===== src/rtl/group_serializer_if.sv =====
// Handshake bundle between a word producer, the serializer and a 1-bit-per-cycle consumer.
interface group_serializer_if #(
    parameter int unsigned groupSize = 16
);
    logic                 load;
    logic [groupSize-1:0] groupedElements;
    logic                 ready;
    logic                 advance;
    logic                 element;
    logic                 elementValid;
    logic                 lastElement;

    modport master (
        output load, groupedElements, advance,
        input  ready, element, elementValid, lastElement
    );

    modport slave (
        input  load, groupedElements, advance,
        output ready, element, elementValid, lastElement
    );
endinterface


===== src/rtl/group_serializer.sv =====
// Parallel-to-serial converter, MSB first, with a one-deep holding register so that
// back-to-back words stream without a gap.
module group_serializer #(
    parameter int unsigned groupSize           = 16,
    parameter int unsigned sizeOfCounterInBits = 4
) (
    input logic               clock,
    input logic               resetN,
    group_serializer_if.slave bus
);
    localparam logic [sizeOfCounterInBits-1:0] LastIdx = sizeOfCounterInBits'(groupSize - 1);

    logic [groupSize-1:0]           shiftReg, shiftRegNext;
    logic [groupSize-1:0]           holdReg, holdRegNext;
    logic [sizeOfCounterInBits-1:0] bitIdx, bitIdxNext;
    logic                           active, activeNext;
    logic                           holdFull, holdFullNext;

    logic consume, accept, isLast, bypass;

    assign bus.ready        = resetN && !holdFull;
    assign bus.elementValid = active;
    assign bus.lastElement  = active && (bitIdx == LastIdx);
    assign bus.element      = shiftReg[groupSize-1];

    assign consume = active && bus.advance;
    assign accept  = bus.load && bus.ready;
    assign isLast  = (bitIdx == LastIdx);

    always_comb begin
        shiftRegNext = shiftReg;
        holdRegNext  = holdReg;
        bitIdxNext   = bitIdx;
        activeNext   = active;
        holdFullNext = holdFull;
        bypass       = 1'b0;

        if (consume) begin
            if (!isLast) begin
                shiftRegNext = {shiftReg[groupSize-2:0], 1'b0};
                bitIdxNext   = bitIdx + 1'b1;
            end else if (holdFull) begin
                shiftRegNext = holdReg;
                holdFullNext = 1'b0;
                bitIdxNext   = '0;
            end else if (accept) begin
                shiftRegNext = bus.groupedElements;
                bitIdxNext   = '0;
                bypass       = 1'b1;
            end else begin
                // Shifting out the final bit leaves shiftReg all-zero, so element idles at 0.
                shiftRegNext = {shiftReg[groupSize-2:0], 1'b0};
                bitIdxNext   = '0;
                activeNext   = 1'b0;
            end
        end

        if (accept && !bypass) begin
            if (!active) begin
                shiftRegNext = bus.groupedElements;
                bitIdxNext   = '0;
                activeNext   = 1'b1;
            end else begin
                holdRegNext  = bus.groupedElements;
                holdFullNext = 1'b1;
            end
        end
    end

    always_ff @(posedge clock) begin
        if (!resetN) begin
            shiftReg <= '0;
            holdReg  <= '0;
            bitIdx   <= '0;
            active   <= 1'b0;
            holdFull <= 1'b0;
        end else begin
            shiftReg <= shiftRegNext;
            holdReg  <= holdRegNext;
            bitIdx   <= bitIdxNext;
            active   <= activeNext;
            holdFull <= holdFullNext;
        end
    end
endmodule


===== src/flat_wrapper.sv =====
// flat-port wrapper written by rule: the top's interface ports become plain ports
module group_serializer_flat 
#(
    parameter int unsigned groupSize           = 16,
    parameter int unsigned sizeOfCounterInBits = 4
)
  (clock, resetN, bus_load, bus_groupedElements, bus_advance, bus_ready, bus_element, bus_elementValid, bus_lastElement);
  group_serializer_if #(.groupSize(groupSize)) bus_i ();
  input logic clock;
  input logic resetN;
  input wire logic [$bits(bus_i.load)-1:0] bus_load;
  input wire logic [$bits(bus_i.groupedElements)-1:0] bus_groupedElements;
  input wire logic [$bits(bus_i.advance)-1:0] bus_advance;
  output wire logic [$bits(bus_i.ready)-1:0] bus_ready;
  output wire logic [$bits(bus_i.element)-1:0] bus_element;
  output wire logic [$bits(bus_i.elementValid)-1:0] bus_elementValid;
  output wire logic [$bits(bus_i.lastElement)-1:0] bus_lastElement;
  assign bus_i.load = bus_load;
  assign bus_i.groupedElements = bus_groupedElements;
  assign bus_i.advance = bus_advance;
  assign bus_ready = bus_i.ready;
  assign bus_element = bus_i.element;
  assign bus_elementValid = bus_i.elementValid;
  assign bus_lastElement = bus_i.lastElement;
  group_serializer #(.groupSize(groupSize), .sizeOfCounterInBits(sizeOfCounterInBits)) u_core (.clock(clock), .resetN(resetN), .bus(bus_i));
endmodule

===== config.mk =====
export PLATFORM = sky130hd
export DESIGN_NAME = group_serializer_flat
export DESIGN_NICKNAME = d
export VERILOG_FILES = /design/src/rtl/group_serializer_if.sv /design/src/rtl/group_serializer.sv /design/src/flat_wrapper.sv
export SDC_FILE = /design/constraint.sdc
export NUM_CORES = 1
export LEC_CHECK = 0
export CORE_ASPECT_RATIO = 0.9
export CORE_MARGIN = 2
export CORE_UTILIZATION = 45
export CTS_CLUSTER_DIAMETER = 50
export DETAILED_ROUTE_END_ITERATION = 12
export GPL_TIMING_DRIVEN = 0
export PLACE_DENSITY = 0.74
export SYNTH_ARGS = -nofsm -noshare
export SYNTH_HDL_FRONTEND = slang
export SYNTH_SLANG_ARGS = --single-unit

===== constraint.sdc =====
create_clock -name clock -period 2.6 [get_ports clock]
set_clock_uncertainty 0.15 [all_clocks]
set_input_delay 0.52 -clock clock [delete_from_list [all_inputs] [get_ports clock]]
set_output_delay 0.52 -clock clock [all_outputs]
set_load 0.005 [all_outputs]

== Word level (Yosys, flattened, before mapping) ==
Cells that the tools add are included.

* Logic and storage cells: 39
* Input port bits: 20
* Output and inout port bits: 4
* Register bits: 38

* $add $sub $neg: 1
* Reduce and logical (&&, ||, !) cells: 8
* Muxes and demuxes: 24
* Equal/unequal tests: 1

{| class="wikitable"
|+ Operators with widths
! cell !! number
|-
| 2-to-1 mux 16 bit || 6
|-
| 2-to-1 mux 4 bit || 4
|-
| 2-to-1 mux 1 bit || 14
|-
| logical AND 1 bit || 5
|-
| adder 4 x 1 -> 4 bit, second input constant || 1
|-
| equality test 4 bit, second input constant || 1
|-
| logical NOT 1 bit || 2
|-
| AND reduction 2 bit || 1
|}

== Logic depth before layout (Yosys ltp) ==
Gate-level depths: netlist (run 1).

* Depth after elaboration: 10
* Gate-level depth with buffers: 7

== Least setup slack after synthesis (run 1) ==
No wires, ideal clock.

* Path type: input-to-output
* From: input port resetN
* To: output port bus_ready
* Arrival time: 1.048 ns
* Path buffers: 2
* Path slack: 0.882 ns
* Stages on the path: 3
* Cell sequence: buf_2 -> clkbuf_1 -> nor2b_1

* Longest elaborated chain between the ends: 1

{| class="wikitable"
|+ Ends and longest elaborated chain
! item !! RTL line !! source
|-
| start, declared || flat_wrapper.sv:10 || <nowiki>input logic resetN;</nowiki>
|-
| logical AND 1 bit || group_serializer.sv:21 || <nowiki>assign bus.ready = resetN && !holdFull;</nowiki>
|-
| end, declared || flat_wrapper.sv:14 || <nowiki>output wire logic [$bits(bus_i.ready)-1:0] bus_ready;</nowiki>
|}

Every way passes these cells.

== Worst setup path in the final report (run 1) ==
Same ends and word-level chain as after synthesis.

==> results of run 1 <==
[worst max-delay path: cells and delay by family]
| family | cells | cell delay (ns) |
|---|---|---|
| AND/OR/NAND/NOR | 1 | 0.16 |
| buffers and inverters | 3 | 1.18 |
[final cells by class]
type | count | area share
timing repair buffer | 27 | 0.113
inverter | 1 | 0.00164
clock buffer | 8 | 0.0480
multi-input combinational | 145 | 0.433
buffer | 16 | 0.0453
sequential | 38 | 0.332
tap | 48 | 0.0262
[through the flow]
| step | cell area [µm²] | total power [mW] | std cells |
|---|---|---|---|
| finish | 2290 | 1.30 | 283 |
| global route | 2290 | 1.36 | 283 |
| CTS | 2260 | 1.30 | 279 |
| detailed placement | 2150 | 0.824 | 272 |
| global placement | 2150 | 0.821 | 272 |
| floorplan | 1860 | 0.749 | 201 |
[where the power goes]
part | switching, mW | total, mW | internal, mW | leakage (nW)
Sequential | 0.0192 | 0.632 | 0.612 | 0.310
Combinational | 0.0915 | 0.187 | 0.0958 | 0.530
Clock | 0.213 | 0.481 | 0.268 | 0.0575
[flip-flops by register name, indices dropped and copies added (netlist names), named ones only]
signal and cells:
u_core.bitIdx 4, u_core.bus.elementValid 1, u_core.holdReg 16, u_core.shiftReg 16
[cells by family after synthesis]
| family | Yosys count |
|---|---|
| multiplexers | 16 |
| XOR/XNOR | 1 |
| buffers and inverters | 18 |
| AND/OR/NAND/NOR | 54 |
| AO/OA/AOI/OAI | 73 |
| flip-flops | 38 |
| adder cells (fa/ha/maj) | 1 |
[final timing paths]
kind | slack [ns] | startpoint | to
max | 0.07 | resetN | bus_ready
min | 0.33 | u_core.shiftReg[10]$_SDFF_PN0_ | u_core.shiftReg[10]$_SDFF_PN0_
max reg2reg | 0.76 | u_core.bitIdx[1]$_SDFF_PN0_ | u_core.shiftReg[14]$_SDFF_PN0_
min reg2reg | 0.33 | u_core.shiftReg[10]$_SDFF_PN0_ | u_core.shiftReg[10]$_SDFF_PN0_
[cell usage in the layout (no fill, tap or decap), types with 2 or more instances in the layout]
cell	count
dfxtp_1	37
nand2_1	23
clkdlybuf4s50_1	23
nor2b_1	17
mux2i_1	16
o22ai_1	15
o21ai_0	14
a31oi_1	14
o221a_2	13
clkbuf_8	8
clkbuf_1	6
buf_4	5
buf_2	5
a21oi_1	5
buf_6	3
and2_1	2
nand2b_1	2
o21ai_1	2
nor2_1	2
[metal layers]
| metal | track usage | share of wire | vias to the layer above |
|---|---|---|---|
| li1 | - | - | 824 |
| met1 | 0.304 | 0.48 | 776 |
| met2 | 0.294 | 0.43 | 54 |
| met3 | 0.0669 | 0.070 | 5 |
| met4 | 0.0755 | 0.012 | 0 |
| met5 | 0 | 0 | - |
[repair_timing]
| item | in CTS | in global routing |
|---|---|---|
| endpoints found under the hold margin | 0 | 0 |
| endpoints found under the setup margin | 1 | 2 |
| setup buffers | 0 | 4 |
| gates resized for setup | 1 | 3 |
| cloned | 0 | 0 |
==> tab_implementation.tex, run 1 <==
\begin{tabular}{lr}
\hline
Metric & Value \\
\hline
\multicolumn{2}{l}{\textbf{STA}} \\
Share of the clock period used by the worst path after layout & 0.974 \\
Worst slew slack as a fraction of its limit & 0.674 \\
Final number of max-transition violations & 0 \\
Setup TNS & 0 ns \\
Final critical-path required period & 2.53 ns \\
Count of final setup violators & 0 \\
Final hold slack & 0.331 ns \\
Final setup margin & 0.0689 ns \\
Actual transition at the worst max-transition pin & 0.490 ns \\
Unrepaired setup endpoints after global routing & no \\
Hold violation total from the final report & 0 \\
Maximum clock rate & 0.395 GHz \\
\multicolumn{2}{l}{\textbf{Global routing}} \\
Vias in the first global route & 1532 \\
Aggregate global-route resource usage & 0.212 \\
Wire length of the first global-routing pass & 7560 µm \\
Number of antenna violations at the first check in global routing & 0 \\
Pin count of the biggest net entering global routing & 20 \\
Total congestion overflow after global routing & 0 \\
\multicolumn{2}{l}{\textbf{Placed design}} \\
IO buf count & 23 \\
Routability Congestion & 0.796 \\
Half-perimeter wire length after placement & 3000 µm \\
Pre-CTS setup slack & -0.362 ns \\
\multicolumn{2}{l}{\textbf{Critical path}} \\
Kind of end point of the critical path & output port \\
Worst path cell trace & clkdlybuf4s50\_1, buf\_6, nor2b\_1, clkdlybuf4s50\_1 \\
Maximum fanout count along the critical path & 8 \\
Kind of start point of the critical path & input port \\
Crit path largest cell delay & 0.52 ns \\
WS Path Type & input port to output port \\
Slowest cell on the critical path & clkdlybuf4s50\_1 \\
Cell with the most instances on the worst path & clkdlybuf4s50\_1 \\
Required time at the endpoint of the critical path & 1.93 ns \\
Arrival @ worst endpoint & 1.86 ns \\
FF-to-FF path depth & 7 \\
\multicolumn{2}{l}{\textbf{Logic synthesis}} \\
Simple-Gate Fraction of Synth Area & 0.150 \\
Synth Area in Compound Gates & 0.286 \\
Portion of the post-synthesis area used by sequential elements & 0.410 \\
Synth async-reset ratio & 0 \\
Number of warning messages in the yosys log & 0 \\
Dominant combinational cell family by area after synthesis & compound AO/OA/AOI/OAI gates \\
Top cell type's share of synthesized area & 0.410 \\
Multiplexer share of the synthesized area & 0.0863 \\
Register bit count reported by yosys & 38 \\
Dominant cell type by area after synthesis & dfxtp\_1 \\
Synth Instances & 201 \\
Post-synthesis adder-cell area fraction & 0.00674 \\
Share of the synthesized netlist area taken by xor and xnor gates & 0.00472 \\
Largest cells by area after synthesis & dfxtp\_1 (41\%), mux2i\_1 (8.6\%), o221a\_2 (7.9\%) \\
Most common cell in the synthesized netlist & dfxtp\_1 \\
Average cell area after synthesis & 9.24 µm² \\
Count of distinct cell types in the synthesized netlist & 39 \\
Primary FF master, synth & dfxtp\_1 \\
EDFF count, synth & 0 \\
Netlist area before placement & 1860 µm² \\
Synth cell count leaders & dfxtp\_1 (38), nand2\_1 (23), nor2b\_1 (17) \\
Post-Synthesis Net Count & 222 \\
\multicolumn{2}{l}{\textbf{Die}} \\
Die W & 71.7 µm \\
Number of core rows & 22 \\
Total core area & 4020 µm² \\
Starting density of the core & 0.462 \\
Die footprint & 4660 µm² \\
Die extent in y & 64.9 µm \\
IO Count & 24 \\
\multicolumn{2}{l}{\textbf{Job}} \\
Maximum capacitance violations & 0 \\
\multicolumn{2}{l}{\textbf{Cells and area}} \\
Sequential standard cell area & 762 µm² \\
Multi-input combinational cell area & 993 µm² \\
Util after Layout & 0.571 \\
Layout cells sized above 1 & 0.179 \\
Filler instances & 372 \\
Synth-to-Final Area Change & 23.5\% \\
Final nets & 255 \\
Number of antenna repair diodes & 0 \\
\multicolumn{2}{l}{\textbf{Routing}} \\
Number of routed nets with antenna violations & 0 \\
Initial DRC count & 149 \\
Post-route DRC violation count & 0 \\
Via count & 1659 \\
Via/cell ratio & 5.86 \\
DR pass1 iterations & 5 \\
Drt total wl & 4470 µm \\
Average wire per cell in the routed design & 15.8 µm \\
\multicolumn{2}{l}{\textbf{Clock network}} \\
Number of buffers added by the clock tree synthesis step & 5 \\
Number of buffers inserted for hold repair after clock tree synthesis & 0 \\
Cell chosen for the clock root & clkbuf\_8 \\
Number of sinks handled by clock tree synthesis & 38 \\
TritonCTS clock tree & done \\
Number of levels the H-tree was split into & 2 \\
Insertion delay to the later sink of the worst-skew pair & 0.30 ns \\
Clock Tree Buf Depth & 2 \\
Clock slew seen by the registers of the worst setup and hold paths & 0.07 ns \\
\multicolumn{2}{l}{\textbf{Worst hold path}} \\
Hold crit path type & flop to flop \\
Hold path cells & 2 \\
\multicolumn{2}{l}{\textbf{Power}} \\
Pleak & 0.898 nW \\
Max IR drop VDD & 0.339 mV \\
Cell Pwr Density & 567 nW/µm² \\
\multicolumn{2}{l}{\textbf{Status}} \\
Status & finished clean \\
\hline
\end{tabular}
Note: power is estimated with default switching activity, not from simulation.
==> run 2, diff against run 1 <==
CORE_UTILIZATION = 58   (was 45)
PLACE_DENSITY = 0.9   (was 0.74)
==> tab_implementation.tex, run 2 (synthesis gave the netlist of run 1 again) <==
\begin{tabular}{lr}
\hline
Metric & Value \\
\hline
\multicolumn{2}{l}{\textbf{Status}} \\
Status & finished clean \\
\multicolumn{2}{l}{\textbf{Die}} \\
Die W & 63.6 µm (-11\%) \\
IO Count & 24 (unchanged) \\
Die footprint & 3670 µm² (-21\%) \\
Total core area & 3070 µm² (-24\%) \\
Die extent in y & 57.7 µm (-11\%) \\
Starting density of the core & 0.605 (+0.143) \\
Number of core rows & 19 (-14\%) \\
\multicolumn{2}{l}{\textbf{Routing}} \\
DR pass1 iterations & 4 (-1) \\
Number of routed nets with antenna violations & 0 (unchanged) \\
Via count & 1670 (+0.66\%) \\
Drt total wl & 4440 µm (-0.72\%) \\
Post-route DRC violation count & 0 (unchanged) \\
Via/cell ratio & 6.07 (+3.6\%) \\
Initial DRC count & 141 (-5.4\%) \\
Average wire per cell in the routed design & 16.1 µm (+2.2\%) \\
\multicolumn{2}{l}{\textbf{STA}} \\
Unrepaired setup endpoints after global routing & no \\
Share of the clock period used by the worst path after layout & 0.966 (-0.00729) \\
Final number of max-transition violations & 0 (unchanged) \\
Setup TNS & 0 ns (unchanged) \\
Maximum clock rate & 0.398 GHz (+0.75\%) \\
Hold violation total from the final report & 0 (unchanged) \\
Count of final setup violators & 0 (unchanged) \\
Actual transition at the worst max-transition pin & 0.512 ns (+0.0222 ns) \\
Final setup margin & 0.0878 ns (+0.0189 ns) \\
Worst slew slack as a fraction of its limit & 0.659 (-0.0148) \\
Final critical-path required period & 2.51 ns (-0.0189 ns) \\
\multicolumn{2}{l}{\textbf{Clock network}} \\
Clock slew seen by the registers of the worst setup and hold paths & 0.11 ns (+0.04 ns) \\
Number of levels the H-tree was split into & 2 (unchanged) \\
Number of buffers added by the clock tree synthesis step & 5 (unchanged) \\
Number of sinks handled by clock tree synthesis & 38 (unchanged) \\
Clock Tree Buf Depth & 2 (unchanged) \\
Number of buffers inserted for hold repair after clock tree synthesis & 0 (unchanged) \\
Cell chosen for the clock root & clkbuf\_4 \\
TritonCTS clock tree & done \\
Insertion delay to the later sink of the worst-skew pair & 0.35 ns (+0.05 ns) \\
\multicolumn{2}{l}{\textbf{Critical path}} \\
Arrival @ worst endpoint & 1.84 ns (-0.02 ns) \\
Kind of start point of the critical path & flop \\
Crit path largest cell delay & 0.49 ns (-0.03 ns) \\
WS Path Type & flop to output port \\
Slowest cell on the critical path & clkdlybuf4s50\_1 \\
Kind of end point of the critical path & output port \\
Worst path cell trace & ha\_1, and3\_1, buf\_4, and2\_1, clkdlybuf4s50\_1 \\
Required time at the endpoint of the critical path & 1.93 ns (about the same) \\
Maximum fanout count along the critical path & 6 (-2) \\
\multicolumn{2}{l}{\textbf{Cells and area}} \\
Final nets & 254 (-0.39\%) \\
Largest registers ranked by flip-flop count & u\_core.holdReg: 16 flops, u\_core.shiftReg: 16 flops, u\_core.bitIdx: 4 flops \\
Cell Count, Final, Fillers Out & 275 (-2.8\%) \\
Layout cells sized above 1 & 0.163 (-0.0156) \\
Synth-to-Final Area Change & 19.1\% \\
Number of antenna repair diodes & 0 (unchanged) \\
Commonest cells after routing, fill and taps aside & dfxtp\_1 (36), nand2\_1 (23), clkdlybuf4s50\_1 (23), nor2b\_1 (17), mux2i\_1 (16) \\
Most common cell after layout, fill and taps aside & dfxtp\_1 \\
\multicolumn{2}{l}{\textbf{Placed design}} \\
Pre-CTS setup slack & -0.361 ns (+0.00141 ns) \\
Half-perimeter wire length after placement & 3040 µm (+1.4\%) \\
IO buf count & 23 (unchanged) \\
Post-Place Cells & 266 (-2.2\%) \\
Routability Congestion & 0.856 (+7.6\%) \\
\multicolumn{2}{l}{\textbf{Power}} \\
Cell Pwr Density & 500 nW/µm² (-12\%) \\
Pleak & 0.864 nW (-3.7\%) \\
Max IR drop VDD & 0.483 mV (+42\%) \\
\multicolumn{2}{l}{\textbf{Worst hold path}} \\
Hold crit path type & flop to flop \\
\multicolumn{2}{l}{\textbf{Global routing}} \\
Number of antenna violations at the first check in global routing & 0 (unchanged) \\
Total congestion overflow after global routing & 0 (unchanged) \\
Aggregate global-route resource usage & 0.267 (+0.0554) \\
Pin count of the biggest net entering global routing & 20 (unchanged) \\
Vias in the first global route & 1613 (+5.3\%) \\
Wire length of the first global-routing pass & 7450 µm (-1.5\%) \\
\multicolumn{2}{l}{\textbf{Job}} \\
Maximum capacitance violations & 0 (unchanged) \\
\hline
\end{tabular}
run 2: cell types whose count changed in the layout (fill, tap and decap cells not counted):
cell	change
ha_1	+1
buf_4	-1
clkbuf_8	-8
ha_2	-1
dfxtp_1	-1
clkbuf_4	+5
clkbuf_1	+2
dfxtp_2	+1
run 2: report_power, final:
group | internal, mW | total [mW] | switching (mW)
combinational | 0.0949 | 0.186 | 0.0912
clock | 0.102 | 0.289 | 0.187
sequential | 0.612 | 0.631 | 0.0188
total | 0.809 | 1.11 | 0.297
run 2: area by class of cell:
class | count | area (µm²)
Inverter | 1 | 3.75
Timing Repair Buffer | 26 | 253
Buffer | 16 | 104
Multi-Input combinational cell | 145 | 991
Clock buffer | 7 | 45.0
Fill cell | 257 | 855
Sequential cell | 38 | 763
Tap cell | 42 | 52.6
run 2: per-stage QoR:
| stage | utilization | power, mW | hold slack (ns) | cell area [µm²] |
|---|---|---|---|---|
| finish | 0.721 | 1.11 | 0.329 | 2210 |
| CTS | 0.712 | 1.10 | 0.333 | 2180 |
| global route | 0.721 | 1.16 | 0.346 | 2210 |
| detailed placement | 0.698 | 0.824 | 0.315 | 2140 |
| floorplan | - | 0.749 | 0.296 | 1860 |
| global placement | 0.698 | 0.819 | 0.313 | 2140 |
run 2: what timing repair did:
item | in CTS | in global routing
buffers inserted | 0 | 3
hold endpoints to repair | 0 | 0
setup endpoints to repair | 1 | 2
resized for setup | 1 | 3
gates cloned | 0 | 0
run 2: final timing paths:
kind | startpoint | endpoint | slack, ns | cells after the start
max | u_core.bitIdx[0]$_SDFF_PN0_ | bus_lastElement | 0.09 | 5
min | u_core.shiftReg[14]$_SDFF_PN0_ | u_core.shiftReg[14]$_SDFF_PN0_ | 0.33 | 2
max reg2reg | u_core.bitIdx[0]$_SDFF_PN0_ | u_core.shiftReg[13]$_SDFF_PN0_ | 0.73 | 7
min reg2reg | u_core.shiftReg[14]$_SDFF_PN0_ | u_core.shiftReg[14]$_SDFF_PN0_ | 0.33 | 2
run 2: critical path: cells and delay by family, from the launching register on:
kind	cells	cell delay, ns
flip-flops	1	0.38
buffers and inverters	2	0.63
adder cells (fa/ha/maj)	1	0.19
AND/OR/NAND/NOR	2	0.29
run 2: layer usage:
layer  global-route usage  up-vias  share of wire
met5                    0        -              0
met4                0.127        0          0.019
met3               0.0874        8          0.089
met2                0.418       67           0.48
met1                0.338      774           0.41
li1                     -      821              -
